`config.mk`:
```
export PLATFORM = sky130hd
export DESIGN_NAME = match_controller
export DESIGN_NICKNAME = d
export VERILOG_FILES = /design/src/rtl/match_controller.sv
export SDC_FILE = /design/constraint.sdc
export NUM_CORES = 1
export LEC_CHECK = 0
export ABC_AREA = 1
export CORE_MARGIN = 2
export CORE_UTILIZATION = 52
export CTS_BUF_LIST = sky130_fd_sc_hd__clkbuf_16
export CTS_CLUSTER_DIAMETER = 100
export DETAILED_ROUTE_END_ITERATION = 10
export MAX_ROUTING_LAYER = met4
export PLACE_DENSITY = 0.8
export REMOVE_ABC_BUFFERS = 1
export SYNTH_ARGS = -nofsm -noshare
export SYNTH_HDL_FRONTEND = slang
export SYNTH_SLANG_ARGS = --single-unit
```
`constraint.sdc`:
```
create_clock -name clk -period 3.4 [get_ports clk]
set_input_delay 0.34 -clock clk [delete_from_list [all_inputs] [get_ports clk]]
set_output_delay 0.34 -clock clk [all_outputs]
set_load 0.01 [all_outputs]
```
`src/rtl/match_controller.sv`:
```
`timescale 1ns/1ps
// Round/match sequencer for the two-player fighter: start, countdown, fight,
// round end and match end, with the round clock and best-of-N scoring.
module match_controller #(
    parameter int TICKS_PER_SEC     = 20,
    parameter int ROUND_SECONDS     = 99,
    parameter int COUNTDOWN_SECONDS = 3,
    parameter int ROUNDS_TO_WIN     = 2,
    parameter int KO_HOLD_TICKS     = 40,
    parameter int RESET_TICKS       = 2
) (
    input  logic       clk,
    input  logic       reset_n,
    input  logic       tick,
    input  logic       start_btn,
    input  logic       abort,
    input  logic [8:0] health_1,
    input  logic [8:0] health_2,
    output logic       round_reset,
    output logic       freeze,
    output logic [2:0] phase,
    output logic [1:0] countdown,
    output logic [6:0] round_time,
    output logic [1:0] p1_rounds,
    output logic [1:0] p2_rounds,
    output logic [1:0] round_winner,
    output logic [1:0] match_winner
);

    typedef enum logic [2:0] {
        S_IDLE       = 3'd0,
        S_RESET      = 3'd1,
        S_COUNTDOWN  = 3'd2,
        S_FIGHT      = 3'd3,
        S_ROUND_END  = 3'd4,
        S_MATCH_OVER = 3'd5
    } state_t;

    localparam int CD_TICKS = COUNTDOWN_SECONDS * TICKS_PER_SEC;
    localparam int MAX_A    = (CD_TICKS > KO_HOLD_TICKS) ? CD_TICKS : KO_HOLD_TICKS;
    localparam int MAX_B    = (RESET_TICKS > TICKS_PER_SEC) ? RESET_TICKS : TICKS_PER_SEC;
    localparam int TMAX     = (MAX_A > MAX_B) ? MAX_A : MAX_B;
    localparam int TW       = $clog2(TMAX + 1);

    localparam logic [TW-1:0] RESET_LAST = TW'(RESET_TICKS - 1);
    localparam logic [TW-1:0] CD_LAST    = TW'(CD_TICKS - 1);
    localparam logic [TW-1:0] SEC_LAST   = TW'(TICKS_PER_SEC - 1);
    localparam logic [TW-1:0] HOLD_LAST  = TW'(KO_HOLD_TICKS - 1);
    localparam logic [TW-1:0] TPS        = TW'(TICKS_PER_SEC);
    localparam logic [1:0]    TARGET     = 2'(ROUNDS_TO_WIN);
    localparam logic [1:0]    CD_START   = 2'(COUNTDOWN_SECONDS);
    localparam logic [6:0]    ROUND_INIT = 7'(ROUND_SECONDS);

    state_t        state, state_n;
    logic [TW-1:0] tcnt, tcnt_n;
    logic [1:0]    btn_sync;
    logic          btn_prev;
    logic          start_pending;
    logic          start_edge, start_req;
    logic [6:0]    time_n;
    logic [1:0]    p1_n, p2_n, rw_n, mw_n, winner;
    logic          rr_n, fr_n;
    logic [1:0]    cd_n;

    // Raw button is asynchronous to clk; synchronise before edge detection.
    assign start_edge = btn_sync[1] & ~btn_prev;
    assign start_req  = start_pending | start_edge;

    always_ff @(posedge clk) begin
        if (!reset_n) begin
            state         <= S_IDLE;
            tcnt          <= '0;
            btn_sync      <= '0;
            btn_prev      <= 1'b0;
            start_pending <= 1'b0;
            round_time    <= ROUND_INIT;
            p1_rounds     <= '0;
            p2_rounds     <= '0;
            round_winner  <= '0;
            match_winner  <= '0;
            phase         <= S_IDLE;
            round_reset   <= 1'b1;
            freeze        <= 1'b1;
            countdown     <= '0;
        end else begin
            btn_sync <= {btn_sync[0], start_btn};
            btn_prev <= btn_sync[1];
            if (abort || tick)
                start_pending <= 1'b0;
            else if (start_edge)
                start_pending <= 1'b1;
            state        <= state_n;
            tcnt         <= tcnt_n;
            round_time   <= time_n;
            p1_rounds    <= p1_n;
            p2_rounds    <= p2_n;
            round_winner <= rw_n;
            match_winner <= mw_n;
            phase        <= state_n;
            round_reset  <= rr_n;
            freeze       <= fr_n;
            countdown    <= cd_n;
        end
    end

    always_comb begin
        state_n = state;
        tcnt_n  = tcnt;
        time_n  = round_time;
        p1_n    = p1_rounds;
        p2_n    = p2_rounds;
        rw_n    = round_winner;
        mw_n    = match_winner;
        winner  = 2'b00;
        if (tick) begin
            tcnt_n = tcnt + 1'b1;
            if (abort) begin
                state_n = S_IDLE;
            end else begin
                case (state)
                    S_IDLE:      if (start_req) state_n = S_RESET;
                    S_RESET:     if (tcnt == RESET_LAST) state_n = S_COUNTDOWN;
                    S_COUNTDOWN: if (tcnt == CD_LAST) state_n = S_FIGHT;
                    S_FIGHT: begin
                        if (tcnt == SEC_LAST) begin
                            tcnt_n = '0;
                            if (round_time != 7'd0) time_n = round_time - 7'd1;
                        end
                        // KO is checked before the clock so a simultaneous expiry resolves as KO.
                        if (health_1 == 9'd0 || health_2 == 9'd0) begin
                            state_n = S_ROUND_END;
                            winner  = {health_1 == 9'd0, health_2 == 9'd0};
                        end else if (time_n == 7'd0) begin
                            state_n = S_ROUND_END;
                            if (health_1 > health_2)      winner = 2'b01;
                            else if (health_2 > health_1) winner = 2'b10;
                            else                          winner = 2'b11;
                        end
                    end
                    S_ROUND_END: begin
                        if (tcnt == HOLD_LAST) begin
                            if (p1_rounds >= TARGET || p2_rounds >= TARGET) begin
                                state_n = S_MATCH_OVER;
                                mw_n    = {p2_rounds >= TARGET, p1_rounds >= TARGET};
                            end else begin
                                state_n = S_RESET;
                            end
                        end
                    end
                    S_MATCH_OVER: if (start_req) state_n = S_IDLE;
                    default:      state_n = S_IDLE;
                endcase
            end
            if (state_n != state || state_n == S_IDLE || state_n == S_MATCH_OVER)
                tcnt_n = '0;
            if (state_n == S_RESET && state != S_RESET) begin
                time_n = ROUND_INIT;
                rw_n   = '0;
            end
            if (state_n == S_ROUND_END && state == S_FIGHT) begin
                rw_n = winner;
                if (winner[0] && p1_rounds != 2'd3) p1_n = p1_rounds + 2'd1;
                if (winner[1] && p2_rounds != 2'd3) p2_n = p2_rounds + 2'd1;
            end
            if (state_n == S_IDLE) begin
                p1_n = '0;
                p2_n = '0;
                rw_n = '0;
                mw_n = '0;
            end
        end
    end

    // Outputs are decoded from the next state so they register alongside it.
    always_comb begin
        rr_n = 1'b0;
        fr_n = 1'b1;
        cd_n = '0;
        case (state_n)
            S_IDLE, S_RESET: rr_n = 1'b1;
            S_COUNTDOWN:     cd_n = CD_START - 2'(tcnt_n / TPS);
            S_FIGHT:         fr_n = 1'b0;
            default:         ;
        endcase
    end

endmodule

```
==> impl_metrics.toml <==
[critical_path]
critPathSlowestCell = "dfxtp_1"
critPathKind = "reg2reg"
crit_fanout = 5
timing.rr.end = "countdown[0]"
max_stage_delay_ps = 410
crit_path_start_kind = "register"
reg2regPathDepth = 27
cp.required_ps = 3570
path_delay_family = "simple AND/OR/NAND/NOR gates"
endpoint_kind = "register"
arrival_ps = 3190
cpMostUsedCell = "nand2_1"
r2r-start = "round_time[0]"
ff2ff_setup_slack_ps = 380
critPathBufInv = 4

[drt]
dr.pass1.iters = 4
via_per_inst = 5.28
num_vias = 2469
antenna_left = 0
post_drt_wl_per_cell_um = 12.0
drc = 0
drt_iter0_drc = 169
drt-total-wl_um = 5630

[logic_synthesis]
synth_compound_area_share_pct = 13.2
synth_edf_count = 0
synth_cells = 366
yosys.area.top_type = "dfxtp_1"
synthTopCellsByArea = "dfxtp_1, nand2_1, ha_1, inv_1, nor2_1"
muxShareOfSynthArea_pct = 0
synth_xor_xnor_area_share_pct = 1.49
synth_top_family_by_area = "simple AND/OR/NAND/NOR gates"
ys.flop_type = "dfxtp_1"
yosysUniqueCellTypes = 34
synth-simple-area-share_pct = 39.0
yosysWarnings = 0
synth.yosys.seq_area_share_pct = 27.2
synth_seq_cells = 32
synth_common_cells = "nand2_1, inv_1, nor2_1"
synth_top_area_share_pct = 27.2
synth.most_common_cell = "nand2_1"
ys_async_sr_fraction_pct = 0
synthAdderAreaFrac_pct = 9.55
avgSynthCellArea_um2 = 6.44
syn_area_um2 = 2360

[timing]
fin_tns_setup_ps = 0
fin_crit_ps = 3020
worst_pin_slew_ps = 581
slew_headroom_pct = 61.0
hold_viol_final = 0
worst_slack_ps = 385
setup_violations = 0
max_freq_mhz = 332
maxSlewViolCount = 0
skew_ps = 4.59
fin_crit_sh_pct = 88.7
rsz0062_at_grt = "no"

[pwr]
power_density_nw_per_um2 = 358
seqPwrFrac_pct = 37.1
ir_worst_vdd_mv = 0.297
switching_share_pct = 24.7
clkPwrFrac_pct = 45.4
p_total_mw = 1.09
p_leak_nw = 1.41
p_switching_uw = 269
internal-power_uw = 820
p_comb_share_pct = 17.4

[floorplanning]
core_area_um2 = 4350
dieArea_um2 = 5090
rows = 24
start_util_pct = 54.2
die_h_um = 71.3
ios = 45
die_w_um = 71.3

[cts]
cts_max_level = 2
clkTransAtPathRegs_ps = 50
cts_buffers = 5
root_buffer = "clkbuf_16"
clock-sinks = 32
clock_latency_ps = 270
cts_tree = "yes"
clockBufferDepth = 2

[placed_design]
gp_congestion = 0.928
hpwlAfterDp_um = 4310
port_buffers = 44
post-place-ws_ps = 328
placed_cell_area_um2 = 2850

[hold_path]
hold_end = "btn_sync[1]"
worst_hold_startpoint = "btn_sync[0]"
hold_depth = 2
min_path_type = "reg2reg"

[global_route]
grt_pass1_vias = 2275
grtUsageTotal_pct = 23.6
grt_pass1_wl_um = 9540
gr-total-overflow = 0
grt_max_degree = 20
antenna_found_initial = 0

[cells_and_area]
area_growth_pct = 28.8
fillers = 379
stdcell_area_um2 = 3040
fin_nets = 456
drive_gt1_share_pct = 10.1
diodes = 0

[run]
cap_viol_max_count = 0

[status]
status = "completed"
cell type report:
cell class / instances / area, um^2 / area share, %
Multi-Input combinational cell: 274 / 1500 / 49.3
Sequential cell: 32 / 643 / 21.2
Clock inverter: 3 / 37.5 / 1.24
Timing Repair Buffer: 47 / 463 / 15.2
Tap cell: 52 / 65.1 / 2.14
Inverter: 55 / 206 / 6.80
Clock buffer: 5 / 125 / 4.12
placed cells by master (no fill, tap or decap), types with 5 or more instances in the layout:
cell / instances
nand4_1: 5
nand3_1: 28
inv_1: 47
nor2_1: 42
nand2_2: 7
clkdlybuf4s50_1: 44
dfxtp_1: 30
nor3_1: 5
ha_1: 17
inv_2: 6
nor2_4: 6
a21oi_1: 22
o21ai_0: 19
clkbuf_16: 5
nand2_1: 87
state kept, by name (all words and copies together) (netlist names):
name,cells
match_winner,2
freeze,1
tcnt,6
round_time,7
state,3
countdown,2
btn_prev,1
p2_rounds,2
round_reset,1
p1_rounds,2
round_winner,2
btn_sync,2
start_pending,1
power groups by stage:
stage                     registers [mW]  logic, mW  clock network (mW)
after floorplan                    0.415     0.0972                   0
after global placement             0.411      0.181                   0
after detailed placement           0.412      0.184                   0
after CTS                          0.404      0.186               0.502
after global routing               0.406      0.212               0.522
final                              0.404      0.190               0.495
cell families (layout without fill, tap and decap cells):
group           count (synthesis)  in the layout
compound gates                 56             56
simple gates                  196            196
flops                          32             32
buf+inv                        60            110
xor+xnor                        4              4
fa+ha+maj                      18             18
how the worst max path moves through the flow:
| stage | start | to | slack [ps] | depth (start not counted) |
|---|---|---|---|---|
| after CTS | tcnt[0] | countdown[0] | 320 | 27 |
| after global placement | health_1[8] | countdown[0] | 400 | 22 |
| final | round_time[0] | countdown[0] | 380 | 27 |
| after detailed placement | health_1[8] | countdown[0] | 330 | 22 |
| after global routing | round_time[0] | countdown[0] | 6 | 27 |
| after floorplan | tcnt[0] | countdown[0] | 570 | 27 |
per-layer routing:
metal	vias to the layer above	wire [um]	global-route usage [%]
met3	4	290	3.94
li1	1287	-	-
met1	1105	2540	27.8
met4	0	48	7.76
met2	73	2750	40.6
met5	-	0	-
stage by stage:
stage | hold slack [ps] | std cells | utilization, %
after CTS | 420 | 466 | 69.2
after detailed placement | 406 | 458 | 65.5
final | 414 | 468 | 69.8
after floorplan | 390 | 361 | -
after global placement | 404 | 458 | 65.5
after global routing | 459 | 468 | 69.8
timing repair:
action / CTS / global route
endpoints found under the setup margin: 0 / 1
hold buffers: 0 / 0
buffers inserted: 0 / 2
resized for setup: 0 / 6
worst reg2reg max path: cells and delay by family, from the launching register on:
family        cells  cell delay [ps]
flops             1              410
buf+inv           4              240
fa+ha+maj         2              420
simple gates     21             1860
No activity file was read; power rests on OpenSTA's default activity.
==> edit: new RTL, same settings <==
Set the parameter `COUNTDOWN_SECONDS` to 2 (it was 3).
--- a/src/rtl/match_controller.sv
+++ b/src/rtl/match_controller.sv
@@ -4,7 +4,7 @@
 module match_controller #(
     parameter int TICKS_PER_SEC     = 20,
     parameter int ROUND_SECONDS     = 99,
-    parameter int COUNTDOWN_SECONDS = 3,
+    parameter int COUNTDOWN_SECONDS = 2,
     parameter int ROUNDS_TO_WIN     = 2,
     parameter int KO_HOLD_TICKS     = 40,
     parameter int RESET_TICKS       = 2
Behaviour: not the same (a bounded check fails within 10 cycles, from zero or initial values and one cycle with reset_n low).
==> edit against the original RTL <==
  * Setup slack got worse by 0.079 ns
  * Global-route usage increased by 0.87 points
  * Sequential share of layout area increased by 0.099 points
  * Clock skew about the same
  * Sequential cell count unchanged
  * Die area increased by 0.51%
  * Total power decreased by 8.5%
  * Synthesized area increased by 0.53%
  * Cell area decreased by 0.66%
  * Sequential power decreased by 2%
  * Routed wire length increased by 1.4%
==> edit: results <==
export IMPL_grt_usage=0.244
export IMPL_clkCellAreaFrac=0.0493
export IMPL_num_nonclk_buffers=46
export IMPL_r2r_slack_ns=0.31
export IMPL_multi_input_comb_area_mm2=0.00149
export IMPL_cpPeakStageDelay_ns=0.39
export IMPL_place_hpwl_um=4350
export IMPL_seq_cell_count=32
export IMPL_drive_gt1_frac=0.0942
export IMPL_total_leakage_power_uw=0.00141
export IMPL_wl_met3_um=271
export IMPL_drtIter0Drc=176
export IMPL_path_max_fanout=6
export IMPL_synth_xor_area_frac=0.0111
export IMPL_wl_per_cell_um=12.3
export IMPL_ys_types=37
export IMPL_r2r_end="countdown[1]"
export IMPL_crit_arrival_ns=3.31
export IMPL_pwr_share_comb=0.154
export IMPL_inv_count=58
export IMPL_tightest_slew_ns=0.683
export IMPL_fin_skew_ns=0.00480
export IMPL_yosys_top_cells_count="91 x nand2_1, 54 x inv_1, 36 x nor2_1, 32 x dfxtp_1, 25 x nand3_1"
export IMPL_p_clk_frac=0.448
export IMPL_p_seq_uw=397
export IMPL_synth_compound_area_frac=0.134
export IMPL_r2r_cells=26
export IMPL_post_dp_cell_area_mm2=0.00287
export IMPL_stdcell_area_mm2=0.00302
export IMPL_nonClkBufAreaFrac=0.151
export IMPL_wl_met2_um=2680
export IMPL_drt_met1_wl_um=2670
export IMPL_regArea_um2=642
export IMPL_num_nets_final=454
export IMPL_grt_pass1_wl_um=9860
export IMPL_hold_worst_slack_ns=0.410
export IMPL_status="finished clean"
export IMPL_gr_usage_met3=0.0450
export IMPL_synthTopCellsByArea="dfxtp_1 27%, nand2_1 14%, ha_1 9.5%"
edit: cell types whose count changed in the layout (fill, tap and decap cells not counted), moves of 3 or more:
| cell | unedited run | this run |
|---|---|---|
| nand4_1 | 5 | 8 |
| clkinv_1 | 4 | 1 |
| inv_1 | 47 | 53 |
| nor2_2 | 4 | 1 |
| nor2_1 | 42 | 36 |
| o21ai_1 | 4 | 1 |
| nand2_1 | 87 | 91 |
| nand3_1 | 28 | 25 |
edit: worst max path at each step:
stage                             start            to  slack, ns  depth (start not counted)
after floorplan           round_time[0]  countdown[1]       0.60                         28
after global placement      health_2[7]  countdown[1]       0.43                         23
after detailed placement  round_time[0]  countdown[1]       0.31                         26
after CTS                 round_time[0]  countdown[1]       0.28                         26
after global routing      round_time[0]  countdown[1]       0.02                         26
final                     round_time[0]  countdown[1]       0.31                         26
edit: cell families after synthesis:
logic type / Yosys count
xor gates and xnor gates: 3
buffers and inverters: 64
AOI/OAI and AO/OA: 55
and+or+nand+nor: 194
adders and majority gates: 18
DFF: 32
